`config.mk`:
```
export PLATFORM = sky130hd
export DESIGN_NAME = fp_div_iter_param_flat
export DESIGN_NICKNAME = d
export VERILOG_FILES = /design/src/rtl/fp_div_pkg.sv /design/src/rtl/fp_div_if.sv /design/src/rtl/fp_div_round.sv /design/src/rtl/fp_div_iter_param.sv /design/src/flat_wrapper.sv
export SDC_FILE = /design/constraint.sdc
export NUM_CORES = 1
export LEC_CHECK = 0
export BUFFER_PORTS_ARGS = -buffer_cell sky130_fd_sc_hd__buf_2
export CAP_MARGIN = 20
export CORE_AREA = 2 2 166 168
export DETAILED_ROUTE_END_ITERATION = 10
export DIE_AREA = 0 0 168 170
export PLACE_DENSITY_LB_ADDON = 0.1
export SYNTH_ARGS = -nofsm -noshare
export SYNTH_HDL_FRONTEND = slang
export SYNTH_SLANG_ARGS = --single-unit
```
`constraint.sdc`:
```
create_clock -name clk -period 8.5 [get_ports clk]
set_input_delay 0.85 -clock clk [delete_from_list [all_inputs] [get_ports clk]]
set_output_delay 0.85 -clock clk [all_outputs]
set_load 0.03 [all_outputs]
```
`src/rtl/fp_div_pkg.sv`:
```
// fp_div_pkg: shared FSM states, flag indices, rounding modes and canonical-value helpers
package fp_div_pkg;
  typedef logic [2:0] state_t;
  localparam state_t S_IDLE = 3'd0, S_PREP = 3'd1, S_ITER = 3'd2, S_ROUND = 3'd3, S_DONE = 3'd4;
  localparam int FLG_NV = 4, FLG_DZ = 3, FLG_OF = 2, FLG_UF = 1, FLG_NX = 0;
  localparam logic RM_RNE = 1'b0, RM_RTZ = 1'b1;
  function automatic logic [63:0] fp_inf(input int ew, input int mw);
    return ((64'd1 << ew) - 64'd1) << mw;
  endfunction
  function automatic logic [63:0] fp_qnan(input int ew, input int mw);
    return fp_inf(ew, mw) | (64'd1 << (mw - 1));
  endfunction
  function automatic logic [63:0] fp_max(input int ew, input int mw);
    return (((64'd1 << ew) - 64'd2) << mw) | ((64'd1 << mw) - 64'd1);
  endfunction
endpackage

```
`src/rtl/fp_div_if.sv`:
```
// fp_div_if: operand/result handshake bundle for the iterative divider
interface fp_div_if #(parameter int EXP_W = 8, parameter int MAN_W = 23);
  logic valid_in, ready, rnd_mode, valid_out;
  logic [EXP_W+MAN_W:0] a, b, result;
  logic [4:0] flags;
  modport master(output valid_in, a, b, rnd_mode, input ready, valid_out, result, flags);
  modport slave(input valid_in, a, b, rnd_mode, output ready, valid_out, result, flags);
endinterface

```
`src/rtl/fp_div_round.sv`:
```
// fp_div_round: normalise, round, range-check and pack a raw restoring-division quotient
module fp_div_round import fp_div_pkg::*; #(
  parameter int EXP_W = 8,
  parameter int MAN_W = 23
) (
  input  logic [MAN_W+2:0] q,
  input  logic sticky,
  input  logic signed [EXP_W+1:0] ed,
  input  logic sign,
  input  logic rnd_mode,
  output logic [EXP_W+MAN_W:0] res,
  output logic [4:0] flags
);
  localparam int BIAS = 2**(EXP_W-1) - 1;
  localparam logic [EXP_W-1:0] EMAX = '1;
  localparam logic [EXP_W+MAN_W-1:0] INF = (EXP_W+MAN_W)'(fp_inf(EXP_W, MAN_W));
  localparam logic [EXP_W+MAN_W-1:0] MAXF = (EXP_W+MAN_W)'(fp_max(EXP_W, MAN_W));
  logic hi, g, s, inc, carry, of, uf;
  logic [MAN_W:0] mant;
  logic [MAN_W+1:0] sum;
  logic [MAN_W-1:0] frac;
  logic signed [EXP_W+1:0] e, e_r;
  always_comb begin
    hi = q[MAN_W+2];
    mant = hi ? q[MAN_W+2:2] : q[MAN_W+1:1];
    g = hi ? q[1] : q[0];
    s = sticky | (hi & q[0]);
    e = ed + (EXP_W+2)'(BIAS) - {{(EXP_W+1){1'b0}}, ~hi};
    inc = (rnd_mode == RM_RNE) & g & (s | mant[0]);
    sum = {1'b0, mant} + {{(MAN_W+1){1'b0}}, inc};
    carry = sum[MAN_W+1];
    frac = carry ? sum[MAN_W:1] : sum[MAN_W-1:0];
    e_r = e + {{(EXP_W+1){1'b0}}, carry};
    of = ~e_r[EXP_W+1] & (e_r[EXP_W:0] >= {1'b0, EMAX});
    uf = e_r[EXP_W+1] | (e_r == '0);
    res = of ? {sign, (rnd_mode == RM_RTZ) ? MAXF : INF}
        : uf ? {sign, {(EXP_W+MAN_W){1'b0}}}
        : {sign, e_r[EXP_W-1:0], frac};
    flags = '0;
    flags[FLG_OF] = of;
    flags[FLG_UF] = uf;
    flags[FLG_NX] = g | s | of | uf;
  end
endmodule

```
`src/rtl/fp_div_iter_param.sv`:
```
// fp_div_iter_param: parametrised one-bit-per-cycle restoring FP divider with RNE/RTZ and IEEE flags
module fp_div_iter_param import fp_div_pkg::*; #(
  parameter int EXP_W = 8,
  parameter int MAN_W = 23
) (
  input logic clk,
  input logic rst_n,
  fp_div_if.slave io
);
  localparam int W = 1 + EXP_W + MAN_W;
  localparam int N = MAN_W + 3;
  localparam int CW = $clog2(N);
  localparam logic [W-2:0] INF = (W-1)'(fp_inf(EXP_W, MAN_W));
  localparam logic [W-2:0] QNAN = (W-1)'(fp_qnan(EXP_W, MAN_W));
  state_t state_q, state_d;
  logic [W-1:0] a_q, a_d, b_q, b_d, res_q, res_d, sp_res_q, sp_res_d, rnd_res;
  logic [4:0] flags_q, flags_d, sp_flags_q, sp_flags_d, rnd_flags;
  logic rm_q, rm_d, sign_q, sign_d, special_q, special_d;
  logic signed [EXP_W+1:0] ed_q, ed_d;
  logic [MAN_W:0] mb_q, mb_d;
  logic [MAN_W+1:0] rem_q, rem_d;
  logic [N-1:0] q_q, q_d;
  logic [CW-1:0] cnt_q, cnt_d;
  logic [EXP_W-1:0] ea, eb;
  logic [MAN_W-1:0] fa, fb;
  logic accept, ge, sign, a_z, b_z, a_i, b_i, a_n, b_n, nan_case, special;
  assign {ea, fa} = a_q[W-2:0];
  assign {eb, fb} = b_q[W-2:0];
  assign sign = a_q[W-1] ^ b_q[W-1];
  // subnormal inputs collapse to zero: only the exponent field decides zero-ness
  assign a_z = ~|ea;
  assign b_z = ~|eb;
  assign a_i = &ea & ~|fa;
  assign b_i = &eb & ~|fb;
  assign a_n = &ea & |fa;
  assign b_n = &eb & |fb;
  assign nan_case = a_n | b_n | (a_i & b_i) | (a_z & b_z);
  assign special = a_z | b_z | a_i | b_i | a_n | b_n;
  assign ge = rem_q >= {1'b0, mb_q};
  assign io.ready = (state_q == S_IDLE) | (state_q == S_DONE);
  assign accept = io.valid_in & io.ready;
  assign io.valid_out = state_q == S_DONE;
  assign io.result = res_q;
  assign io.flags = flags_q;
  always_comb begin
    state_d = state_q;
    a_d = a_q;
    b_d = b_q;
    rm_d = rm_q;
    sign_d = sign_q;
    ed_d = ed_q;
    mb_d = mb_q;
    rem_d = rem_q;
    q_d = q_q;
    cnt_d = cnt_q;
    special_d = special_q;
    sp_res_d = sp_res_q;
    sp_flags_d = sp_flags_q;
    res_d = res_q;
    flags_d = flags_q;
    case (state_q)
      S_IDLE, S_DONE: begin
        state_d = accept ? S_PREP : S_IDLE;
        a_d = accept ? io.a : a_q;
        b_d = accept ? io.b : b_q;
        rm_d = accept ? io.rnd_mode : rm_q;
      end
      S_PREP: begin
        sign_d = sign;
        ed_d = {2'b00, ea} - {2'b00, eb};
        mb_d = {1'b1, fb};
        rem_d = {2'b01, fa};
        q_d = '0;
        cnt_d = '0;
        special_d = special;
        sp_res_d = nan_case ? {1'b0, QNAN} : {sign, INF & {(W-1){a_i | b_z}}};
        sp_flags_d = '0;
        sp_flags_d[FLG_NV] = (a_n & ~fa[MAN_W-1]) | (b_n & ~fb[MAN_W-1]) | (~a_n & ~b_n & nan_case);
        sp_flags_d[FLG_DZ] = b_z & ~(a_z | a_i | a_n);
        // specials pass through ROUND so they land two cycles after accept
        state_d = special ? S_ROUND : S_ITER;
      end
      S_ITER: begin
        rem_d = (ge ? rem_q - {1'b0, mb_q} : rem_q) << 1;
        q_d = {q_q[N-2:0], ge};
        cnt_d = cnt_q + 1'b1;
        state_d = (cnt_q == CW'(N - 1)) ? S_ROUND : S_ITER;
      end
      S_ROUND: begin
        res_d = special_q ? sp_res_q : rnd_res;
        flags_d = special_q ? sp_flags_q : rnd_flags;
        state_d = S_DONE;
      end
      default: state_d = S_IDLE;
    endcase
  end
  fp_div_round #(.EXP_W(EXP_W), .MAN_W(MAN_W)) u_round (
    .q(q_q), .sticky(|rem_q), .ed(ed_q), .sign(sign_q), .rnd_mode(rm_q),
    .res(rnd_res), .flags(rnd_flags)
  );
  always_ff @(posedge clk) begin
    if (!rst_n) begin
      state_q <= S_IDLE;
      res_q <= '0;
      flags_q <= '0;
    end else begin
      state_q <= state_d;
      res_q <= res_d;
      flags_q <= flags_d;
    end
  end
  always_ff @(posedge clk) begin
    a_q <= a_d;
    b_q <= b_d;
    rm_q <= rm_d;
    sign_q <= sign_d;
    ed_q <= ed_d;
    mb_q <= mb_d;
    rem_q <= rem_d;
    q_q <= q_d;
    cnt_q <= cnt_d;
    special_q <= special_d;
    sp_res_q <= sp_res_d;
    sp_flags_q <= sp_flags_d;
  end
endmodule

```
`src/flat_wrapper.sv`:
```
// flat-port wrapper written by rule: the top's interface ports become plain ports
module fp_div_iter_param_flat import fp_div_pkg::*;
#(
  parameter int EXP_W = 8,
  parameter int MAN_W = 23
)
  (clk, rst_n, io_valid_in, io_a, io_b, io_rnd_mode, io_ready, io_valid_out, io_result, io_flags);
  fp_div_if #(.EXP_W(EXP_W), .MAN_W(MAN_W)) io_i ();
  input logic clk;
  input logic rst_n;
  input wire logic [$bits(io_i.valid_in)-1:0] io_valid_in;
  input wire logic [$bits(io_i.a)-1:0] io_a;
  input wire logic [$bits(io_i.b)-1:0] io_b;
  input wire logic [$bits(io_i.rnd_mode)-1:0] io_rnd_mode;
  output wire logic [$bits(io_i.ready)-1:0] io_ready;
  output wire logic [$bits(io_i.valid_out)-1:0] io_valid_out;
  output wire logic [$bits(io_i.result)-1:0] io_result;
  output wire logic [$bits(io_i.flags)-1:0] io_flags;
  assign io_i.valid_in = io_valid_in;
  assign io_i.a = io_a;
  assign io_i.b = io_b;
  assign io_i.rnd_mode = io_rnd_mode;
  assign io_ready = io_i.ready;
  assign io_valid_out = io_i.valid_out;
  assign io_result = io_i.result;
  assign io_flags = io_i.flags;
  fp_div_iter_param #(.EXP_W(EXP_W), .MAN_W(MAN_W)) u_core (.clk(clk), .rst_n(rst_n), .io(io_i));
endmodule
```
## After elaboration in Yosys (flattened, before gate mapping)

Index checks and enable logic that the tools add are counted.
Widths: inputs -> output; s select.

| word-level totals | value |
|---|---|
| register bits after elaboration | 230 |
| input port bits | 68 |

| operators by class | value |
|---|---|
| muxes and demuxes | 17 |
| bitwise operators | 45 |
| reduce and logical (&&, ||, !) cells | 16 |
| order comparisons | 2 |
| equal/unequal tests | 5 |
| $add $sub $neg | 7 |

Operators with widths:

| operator | number |
|---|---|
| $mux 24 | 3 |
| $mux 31 | 2 |
| $pmux 26 s2 | 1 |
| $pmux 25 s2 | 1 |
| $mux 23 | 2 |
| $reduce_or 23->1 | 2 |
| $mux 32 | 1 |
| $add 24x1->25 | 1 |
| $ge 25x24->1 | 1 |
| $reduce_or 25->1 | 1 |
| $sub 24x24->24 | 1 |
| $or 1x1->1 | 20 |
| $and 1x1->1 | 16 |
| $reduce_and 8->1 | 2 |
| $reduce_or 8->1 | 2 |
| $pmux 3 s4 | 1 |
| $add 10x1->10 | 1 |
| $add 10x7->10 const B | 1 |
| $logic_not 10->1 | 1 |
| $pmux 5 s2 | 1 |
| $sub 10x1->10 | 1 |
| $ge 9x8->1 const B | 1 |
| $sub 8x8->9 | 1 |
| $not 1->1 | 8 |
| other kinds (13) | 20 |

## Depth between registers and ports, before layout

| logic depth | value |
|---|---|
| depth in word-level cells | 11 |
| depth in mapped cells | 30 |
| mapped depth without buffers | 24 |

## Modules after synthesis

A second synthesis with hierarchy kept.

| second synthesis, totals | value |
|---|---|
| cells, all modules | 988 |
| area, all modules | 10945.5 um^2 |

By module, submodules not included:

| module | times used | cells each | area an instance (um^2) |
|---|---|---|---|
| fp_div_iter_param | 1 | 713 | 8992.4 |
| fp_div_round | 1 | 275 | 1953.1 |

## Least setup slack after synthesis

Ideal clock, no wire load.

| timing path | value |
|---|---|
| path type | register -> register |
| start | register u_core.q_q[25] |
| end | register u_core.res_q[11] (netlist: u_core.io.result[11]) |
| clock period less this slack | 5.897 ns |
| library setup time | 0.137 ns |
| arrival time | 5.760 ns |
| required time | 8.363 ns |
| cell stages (with the launch flop) | 29 |
| slack | 2.603 ns |
| path through | edfxtp_1 > buf_4 > buf_1 > clkbuf_1 > clkbuf_1 > nand2_1 > a21oi_1 > ha_1 > nand3_1 > nor2_1 > and3_1 > buf_2 > and2_1 > nand2_1 > nor2_1 > xor2_1 > ha_1 > a21o_1 > ha_1 > inv_1 > fa_1 > xnor2_1 > or4b_2 > nor3_1 > a41oi_1 > o211a_1 > o21ai_1 > buf_2 > o211ai_1 |

| on the way | value |
|---|---|
| word-level cells in the longest chain between the ends | 11 |
| elaborated cells on any way between the ends | 20 |

Ends and longest elaborated chain:

| item | RTL line | text |
|---|---|---|
| start: declaration | fp_div_iter_param.sv:22 | `logic [N-1:0] q_q, q_d;` |
| start signal: assignment | fp_div_iter_param.sv:120 | `q_q <= q_d;` |
| branches (longest 9 deep; another with $add 24x1->25) | n/a |  |
| $mux 31 * | fp_div_round.sv:36 | `res = of ? {sign, (rnd_mode == RM_RTZ) ? MAXF : INF}` |
| $mux 32 * | fp_div_iter_param.sv:90 | `res_d = special_q ? sp_res_q : rnd_res;` |
| end signal: assignment | fp_div_iter_param.sv:108 | `res_q <= res_d;` |
| end: declaration | fp_div_iter_param.sv:16 | `logic [W-1:0] a_q, a_d, b_q, b_d, res_q, res_d, sp_res_q, sp_res_d, rnd_res;` |

Mark *: on every way between the ends.
A chain may end at the register's enable or synchronous reset.

## Worst setup path in the final report

| timing path | value |
|---|---|
| start | register u_core.q_q[25] |
| end | register u_core.res_q[7] (netlist: u_core.io.result[7]) |

The elaborated chain is that of the path after synthesis.

==> run_results.csv <==
group,metric,value,unit
global_route,grt_max_degree,67,
sta,tns,0,ps
yosys,synthFlopType,"edfxtp_1",
clocking,cts.htree.levels,4,
clocking,tritoncts,"done",
clocking,cts_root_buf,"clkbuf_16",
setup_path,reg2reg_depth,22,
placed_design,dpl_cell_area,0.0114,sq mm
clocking,cts_setup_buffers,0,
layout,nets,1169,
setup_path,crit_chain,"nand2b_1, a21oi_1, ha_1, nand3_1, nor2_1, and3_1, and2_1, nand2_1, nor2_1, xor2_1, ha_1, a21o_1, ha_1, inv_1, fa_1, xnor2_1, or4b_2, nor3_1, a41oi_1, o211a_1, o21ai_1, o211ai_1",
clocking,clk_latency,440,ps
layout,diodes,0,
setup_path,cp_max_fo,11,
clocking,cts_buffer_depth,2,
layout,final_area,0.0120,sq mm
clocking,holdBufCountCts,0,
routing,wl_per_cell,16.8,um
yosys,syn_area,0.0105,sq mm
sta,period_needed,5940,ps
layout,post_route_cells_drive_above_1_share,16.0,%
routing,first_iter_violations,459,
routing,antenna_violating_nets_post_route,0,
routing,drc,0,
setup_path,r2r-end,"u_core.io.result[7]",
setup_path,cp_data_required_time,8780,ps
layout,most-common-layout-cells,"edfxtp_1, buf_2, nand2_1",
die,dieArea,0.0286,sq mm
yosys,synthesis.nets,1076,
layout,final_common_cell,"edfxtp_1",
setup_path,rrSetupSlack,2560,ps
die,ioPinCount,107,
clocking,cts_sinks,200,
placed_design,place_hpwl,17300,um
yosys,synth_edf_count,160,
placed_design,port_buffers,106,
min_path,worstHoldPathType,"flip-flop to flip-flop",
routing,wl,23600,um
setup_path,r2r-start,"u_core.q_q[25]",
sta,max_freq,168,MHz
layout,syn_to_final_growth,13.8,%
sta,clock_skew,9.25,ps
die,start_util,39.5,%
yosys,netlist_instances,963,
routing,first_pass_iters,5,
clocking,cts-resized-gates,0,
yosys,synth-seq-area-share,53.3,%
sta,tightestPinTransition,933,ps
global_route,grt_use_total,17.1,%
min_path,min_to,"u_core.io.result[4]",
setup_path,cp.arrival,6210,ps
power_and_ir_drop,leakagePower,4.83,nW
setup_path,cp-end-kind,"flip-flop",
power_and_ir_drop,powerDensity,205,mW/mm^2
sta,hold_viol,0,
global_route,antenna_found_initial,0,
yosys,yosysWarningCount,0,
layout,post-route-util,44.9,%
power_and_ir_drop,ir_drop,0.000110,V
clocking,clk_pin_slew,70,ps
job,drv_cap,0,
yosys,async_flop_share,0,%
die,dieHeight,170,um
die,die_w,168,um
global_route,grt_overflow,0,
setup_path,slowest_stage,"or4b_2",
setup_path,path_common_cell,"ha_1",
global_route,grt_pass1_vias,7039,
setup_path,critPathMaxStageDelay,610,ps
sta,setup_viol,0,
power_and_ir_drop,total_power,2.45,mW
min_path,hold_path_depth,2,
die,num_rows,60,
setup_path,critPathLaunchType,"flip-flop",
yosys,synth-seq-cells,200,
die,coreArea,0.0267,sq mm
routing,routed_via_density,5.15,
sta,rsz0062_at_grt,"no",
yosys,yosysUniqueCellTypes,71,
yosys,avgSynthCellArea,10.9,sq um
outcome,outcome,"finished, final reports clean",
sta,slew_viol_final,0,
routing,vias,7252,
placed_design,place_congestion,0.837,
setup_path,critical_path_class,"flip-flop to flip-flop",
min_path,hold_path_startpoint,"u_core.io.result[4]",
sta,slew_headroom,37.2,%
global_route,grt_pass1_wl,38100,um
sta,final.period_utilization,69.8,%
clocking,cts_inserted_buffers,17,
Yosys cell counts, types with 9 or more instances:
master | number | share of area [%]
dfxtp_1 | 40 | 7.6
nand3_1 | 33 | 1.6
o211ai_1 | 16 | 1.1
and2_1 | 34 | 2.0
nor3_1 | 12 | 0.57
ha_1 | 42 | 5.0
a21o_1 | 19 | 1.4
nor2b_1 | 19 | 1.1
o21ai_0 | 40 | 1.9
xor2_1 | 32 | 2.7
nor2_1 | 43 | 1.5
nor4_1 | 22 | 1.3
nand2_1 | 99 | 3.5
inv_1 | 54 | 1.9
xnor2_1 | 31 | 2.6
nand2b_1 | 9 | 0.54
mux2i_1 | 35 | 3.3
o31ai_1 | 9 | 0.64
a21oi_1 | 46 | 2.2
and3_1 | 12 | 0.71
o21a_1 | 11 | 0.78
edfxtp_1 | 160 | 46
clkbuf_1 | 25 | 0.89
nand4_1 | 15 | 0.89
flip-flops by register name (all words and copies together) (netlist names):
signal / flops
u_core.a_q: 32
u_core.b_q: 32
u_core.cnt_q: 5
u_core.ed_q: 9
u_core.io.flags: 5
u_core.io.result: 32
u_core.mb_q: 23
u_core.q_q: 26
u_core.rem_q: 25
u_core.rm_q: 1
u_core.sign_q: 1
u_core.sp_flags_q: 2
u_core.sp_res_q: 3
u_core.special_q: 1
u_core.state_q: 3
worst max-delay path by stage:
stage                        start                    to  slack, ps  cells after the start
finish              u_core.q_q[25]   u_core.io.result[7]       2560                     22
global route        u_core.q_q[25]   u_core.io.result[3]       1880                     24
CTS                 u_core.q_q[25]   u_core.io.result[7]       2540                     22
detailed placement  u_core.q_q[25]   u_core.io.result[7]       2530                     22
global placement    u_core.q_q[25]  u_core.io.result[11]       2780                     22
floorplan           u_core.q_q[25]  u_core.io.result[11]       2600                     28
critical path, delay by kind of cell, from the launching register on:
family | cells | cell delay (ps)
XOR/XNOR | 2 | 350
AND/OR/NAND/NOR | 9 | 2430
buffers and inverters | 1 | 60
adder cells (fa/ha/maj) | 4 | 970
flip-flops | 1 | 510
AO/OA/AOI/OAI | 6 | 1450
metrics by stage:
step	hold WS (ps)	worst slack, ps	std cells
global placement	427	2780	1378
global route	460	1880	1409
detailed placement	432	2530	1378
floorplan	427	2600	963
CTS	443	2540	1409
finish	440	2560	1409
per-layer routing:
metal,vias up,part of all wire (%),GRT usage [%]
met3,26,3.8,3.65
li1,3703,-,-
met5,-,0,0
met1,3381,49,23.2
met2,142,45,27.2
met4,0,2.3,5.75
cells by family after synthesis:
| family | Yosys count | synth area share (%) |
|---|---|---|
| adder cells (fa/ha/maj) | 45 | 5.56 |
| AND/OR/NAND/NOR | 328 | 16.1 |
| flip-flops | 200 | 53.3 |
| buffers and inverters | 92 | 3.57 |
| XOR/XNOR | 63 | 5.24 |
| multiplexers | 38 | 3.65 |
| AO/OA/AOI/OAI | 197 | 12.6 |
power breakdown:
part	switching (mW)	internal, mW
clock network	0.374	0.468
logic	0.243	0.170
registers	0.0569	1.14
cell type report:
class                   count  area, sq um
fillers                  2550        14700
flip-flops and latches    200         5610
multi-input cells         671         4570
repair buffers            112          576
clock buffers              18          429
well taps                 341          427
inverters                  54          203
clock inverters            13          170
(Power assumes the default switching activity.)
